### src/rtl/tff_updown_counter.sv
// Up/down modulo counter (range 0..max_val) realised as a bank of T flip-flops:
// each cycle a toggle vector is derived from the desired next count and XORed into the register.
module tff_updown_counter #(
  parameter int WIDTH = 4
) (
  input  logic             clk,
  input  logic             reset,
  input  logic             en,
  input  logic             up,
  input  logic             load,
  input  logic [WIDTH-1:0] load_val,
  input  logic [WIDTH-1:0] max_val,
  output logic [WIDTH-1:0] q,
  output logic [WIDTH-1:0] q_bar,
  output logic [WIDTH-1:0] t_vec,
  output logic             tc,
  output logic             wrap
);

  logic [WIDTH-1:0] count_q;
  logic [WIDTH-1:0] count_d;
  logic             wrap_q;
  logic             wrap_d;
  logic             upTerminal;
  logic             downTerminal;

  assign upTerminal   = (count_q >= max_val);
  assign downTerminal = (count_q == '0);

  // Desired next count; a count above max_val (max_val lowered at runtime) is pulled back into range.
  always_comb begin
    count_d = count_q;
    wrap_d  = 1'b0;
    if (reset) begin
      count_d = '0;
    end else if (load) begin
      count_d = (load_val <= max_val) ? load_val : '0;
    end else if (en) begin
      if (up) begin
        if (upTerminal) begin
          count_d = '0;
          wrap_d  = 1'b1;
        end else begin
          count_d = count_q + 1'b1;
        end
      end else begin
        if (downTerminal) begin
          count_d = max_val;
          wrap_d  = 1'b1;
        end else if (count_q > max_val) begin
          count_d = max_val;
        end else begin
          count_d = count_q - 1'b1;
        end
      end
    end
  end

  assign t_vec = count_q ^ count_d;

  always_ff @(posedge clk) begin
    if (reset) begin
      count_q <= '0;
      wrap_q  <= 1'b0;
    end else begin
      count_q <= count_q ^ t_vec;
      wrap_q  <= wrap_d;
    end
  end

  assign q     = count_q;
  assign q_bar = ~count_q;
  assign tc    = en & ~load & ((up & upTerminal) | (~up & downTerminal));
  assign wrap  = wrap_q;

endmodule

### config.mk
export PLATFORM = sky130hd
export DESIGN_NAME = tff_updown_counter
export DESIGN_NICKNAME = d
export VERILOG_FILES = /design/src/rtl/tff_updown_counter.sv
export SDC_FILE = /design/constraint.sdc
export NUM_CORES = 1
export LEC_CHECK = 0
export CAP_MARGIN = 20
export CELL_PAD_IN_SITES_DETAIL_PLACEMENT = 0
export CELL_PAD_IN_SITES_GLOBAL_PLACEMENT = 1
export CORE_MARGIN = 5
export CORE_UTILIZATION = 33
export CTS_CLUSTER_DIAMETER = 120
export DETAILED_ROUTE_END_ITERATION = 8
export PLACE_DENSITY_LB_ADDON = 0.1
export SLEW_MARGIN = 20
export SYNTH_ARGS = -nofsm -noshare
export SYNTH_HDL_FRONTEND = slang
export SYNTH_SLANG_ARGS = --single-unit
### constraint.sdc
create_clock -name clk -period 3.3 [get_ports clk]
set_input_delay 0.33 -clock clk [delete_from_list [all_inputs] [get_ports clk]]
set_output_delay 0.33 -clock clk [all_outputs]
set_load 0.01 [all_outputs]
==> results.rst <==
.. list-table::
   :header-rows: 1

   * - Metric
     - Value
   * - Post-Syn Area per Cell
     - 7.41 sq um
   * - Met3 wirelength from detailed routing
     - around 150 um
   * - Min-Delay Path Class
     - flop to flop
   * - Max rail drop VDD
     - around 0.2 mV
   * - Number of antenna cells inserted
     - 0
   * - Final Hold Vio Count
     - 0
   * - Area of the mapped netlist
     - ~900 sq um
   * - Total iterations of the first detailed-routing run
     - 4
   * - Maximum number of pins on one net before global-route repair
     - 12
   * - Minimum clock period after layout
     - 3200 ps
   * - Reg clk slew, reported paths
     - around 50 ps
   * - Routed len/inst
     - about 16 um
   * - Root buffer cell
     - sky130_fd_sc_hd__clkbuf_4
   * - Mapped Cells
     - 121
   * - IO Port Bufs
     - 26
   * - RD Place Congestion
     - roughly 0.91
   * - Antenna violations before repair
     - 0
   * - First-pass GRT wire length
     - between 5 and 6 mm
   * - Core box area
     - between 2000 and 3000 sq um
   * - Post-route worst setup slack
     - about 100 ps
   * - Beginning of the critical path
     - max_val[3]
   * - Total area of multi-input combinational cells
     - ~760 sq um
   * - Post-detailed-route via-to-cell ratio
     - around 5.6
   * - Worst-case clock skew
     - 4.72 ps
   * - Top-Level Pins
     - 27
   * - Setup violators final
     - 0
   * - Endpoint class of the critical path
     - primary output
   * - R2r setup slk
     - between 800 and 900 ps
   * - GR Util All Layers
     - 0.157
   * - Final instance count without filler cells
     - between 200 and 250
   * - Count of pins over their slew limit
     - 0
   * - Reg-to-reg startpoint
     - q[1]
   * - CTS tree
     - built
   * - Share of async-settable or async-resettable flops after synthesis
     - 0
   * - Slew at the pin with the worst max-slew slack
     - roughly 350 ps
   * - Grt total ovfl
     - 0
   * - Length of routed met2 wiring
     - around 1.6 mm
   * - Worst-case setup slack after placement
     - -187 ps
   * - Leakage
     - ~0.66 nW
   * - DIE WIDTH
     - 62.1 um
   * - # fillers
     - around 260
   * - Sequential share of the synthesized area
     - 0.112
   * - Post-DP HPWL
     - about 2.6 mm
   * - Sink count of the clock tree
     - 5
   * - Starting utilization of the core area
     - 0.334
   * - Main synth FF type
     - sky130_fd_sc_hd__dfxtp_1
   * - Count of routing violations after the opening detailed-route iteration
     - approximately 70
   * - Uppermost routed layer
     - met4
   * - Number of nets in the layout
     - 197
   * - Number of enable-type register cells in the synthesized netlist
     - 0
   * - YS warnings
     - 0
   * - Vias in the first global route
     - roughly 1100
   * - Layout-stage area growth over the synthesis result
     - 58.6%
   * - CTS buffer count
     - 3
   * - Floorplan die height
     - 62.1 um
   * - Run status
     - finished, final reports clean
   * - Number of placement rows
     - 19
   * - Number of violations of the max-capacitance limit
     - 0
   * - H-tree levels
     - 1
   * - Worst Reg2Reg Path Length in Cells
     - 8
   * - Net count after synthesis
     - around 140
   * - Count of cells along the worst hold path
     - 3
   * - Fmax
     - about 310 MHz
   * - Vias
     - approximately 1100
   * - Flip-flop and latch area
     - roughly 100 sq um
   * - Fraction of layout cells with a size suffix above 1
     - 0.243
   * - Power density normalized to cell area
     - 338 nW/um^2
   * - Total DRC errors in the routed layout
     - 0
   * - Count of state elements after synthesis
     - 5
   * - Final core utilization
     - 0.530
   * - Cells after DPL
     - just under 200
   * - Max_slew headroom
     - 0.766
   * - Post-Route Hold Slack
     - about 750 ps
   * - Tcrit/Tclk final
     - 0.970
   * - Critical Path Start Type
     - primary input
   * - Capturing element of the worst setup path
     - t_vec[1]
   * - CP arrival
     - around 2900 ps
   * - Kind of critical path
     - primary input to primary output
   * - Critical path data required time
     - a little under 3000 ps
   * - Endpoint of the most critical register-to-register path
     - q[3]
   * - Netlist cell types
     - 47
   * - Hold buffers post-CTS
     - 0
   * - Routed Antenna Nets
     - 0
   * - Die footprint
     - roughly 3900 sq um
   * - Deepest clock path buffer count
     - 2
   * - Largest driver fanout on the critical path
     - 6
   * - Met1 WL
     - around 1.4 mm
   * - Insertion delay to the later sink of the worst-skew pair
     - ~240 ps
   * - Most frequent cells in the layout
     - sky130_fd_sc_hd__buf_4, sky130_fd_sc_hd__clkdlybuf4s50_1, sky130_fd_sc_hd__nor2_1
   * - Total Routed Length
     - between 3 and 4 mm
   * - Most frequent standard cell in the layout excluding fill and tap cells
     - sky130_fd_sc_hd__buf_4
   * - Summed negative setup slack over all endpoints
     - 0 ps
[per-stage QoR]
stage | power, mW | instance area, sq um
global route | 0.516 | 1420
detailed placement | 0.398 | 1370
CTS | 0.468 | 1390
finish | 0.480 | 1420
floorplan | 0.248 | 897
global placement | 0.396 | 1370
[cell type report]
class / count / area share
well taps: 31 / 0.0273
inverters: 12 / 0.0317
flip-flops and latches: 5 / 0.0704
multi-input cells: 100 / 0.533
clock buffers: 4 / 0.0185
repair buffers: 52 / 0.319
[cells in the mapped netlist (3+ instances only)]
cell type                  instances  area share
sky130_fd_sc_hd__nor2_1           13       0.054
sky130_fd_sc_hd__inv_1            12       0.050
sky130_fd_sc_hd__a21oi_1          10       0.056
sky130_fd_sc_hd__ha_1             10        0.14
sky130_fd_sc_hd__nand2_1          10       0.042
sky130_fd_sc_hd__dfxtp_1           5        0.11
sky130_fd_sc_hd__a211oi_1          3       0.025
sky130_fd_sc_hd__a22oi_1           3       0.025
sky130_fd_sc_hd__clkbuf_1          3       0.013
sky130_fd_sc_hd__nor3_1            3       0.017
[critical path: stages]
cell                              delay, ps
sky130_fd_sc_hd__clkdlybuf4s50_1        480
sky130_fd_sc_hd__inv_1                   70
sky130_fd_sc_hd__ha_2                   340
sky130_fd_sc_hd__a21oi_2                180
sky130_fd_sc_hd__nand2_1                140
sky130_fd_sc_hd__o21ai_4                240
sky130_fd_sc_hd__mux2i_2                110
sky130_fd_sc_hd__and4_1                 190
sky130_fd_sc_hd__or4_1                  500
sky130_fd_sc_hd__dlygate4sd2_1          300
[cells by family after synthesis]
logic type / synth area share
flops: 0.112
fa+ha+maj: 0.139
xor+xnor: 0.0293
compound gates: 0.358
mux: 0.0237
simple gates: 0.266
buf+inv: 0.0711
[flip-flops by register name (all words and copies together), names as in the netlist]
signal  cells
q           4
wrap        1
[worst min-delay path by stage]
| stage | endpoint | from | slack, ps |
|---|---|---|---|
| floorplan | wrap | reset | 410 |
| global placement | q[2] | q[2] | 720 |
| detailed placement | q[2] | q[2] | 730 |
| CTS | q[2] | q[2] | 750 |
| global route | q[2] | q[2] | 770 |
| finish | q[0] | q[0] | 750 |
[power breakdown]
part	switching, mW	internal [mW]	total, mW	leakage, nW
registers	0.00551	0.0672	0.0727	0.0414
logic	0.165	0.173	0.337	0.599
clock network	0.0246	0.0457	0.0703	0.0150
total	0.195	0.286	0.480	0.655
[routing by layer]
layer / global-route usage / vias up
met5: 0 / -
met4: 0.0569 / 0
met3: 0.0180 / 2
met2: 0.280 / 40
met1: 0.191 / 534
li1: - / 563
[what timing repair did]
item / CTS / global route
setup endpoints to repair: 3 / 3
gates cloned: 0 / 0
pin swaps: 0 / 1
gates resized for setup: 5 / 5
setup buffers: 0 / 1
No activity file was read; power rests on OpenSTA's default activity.
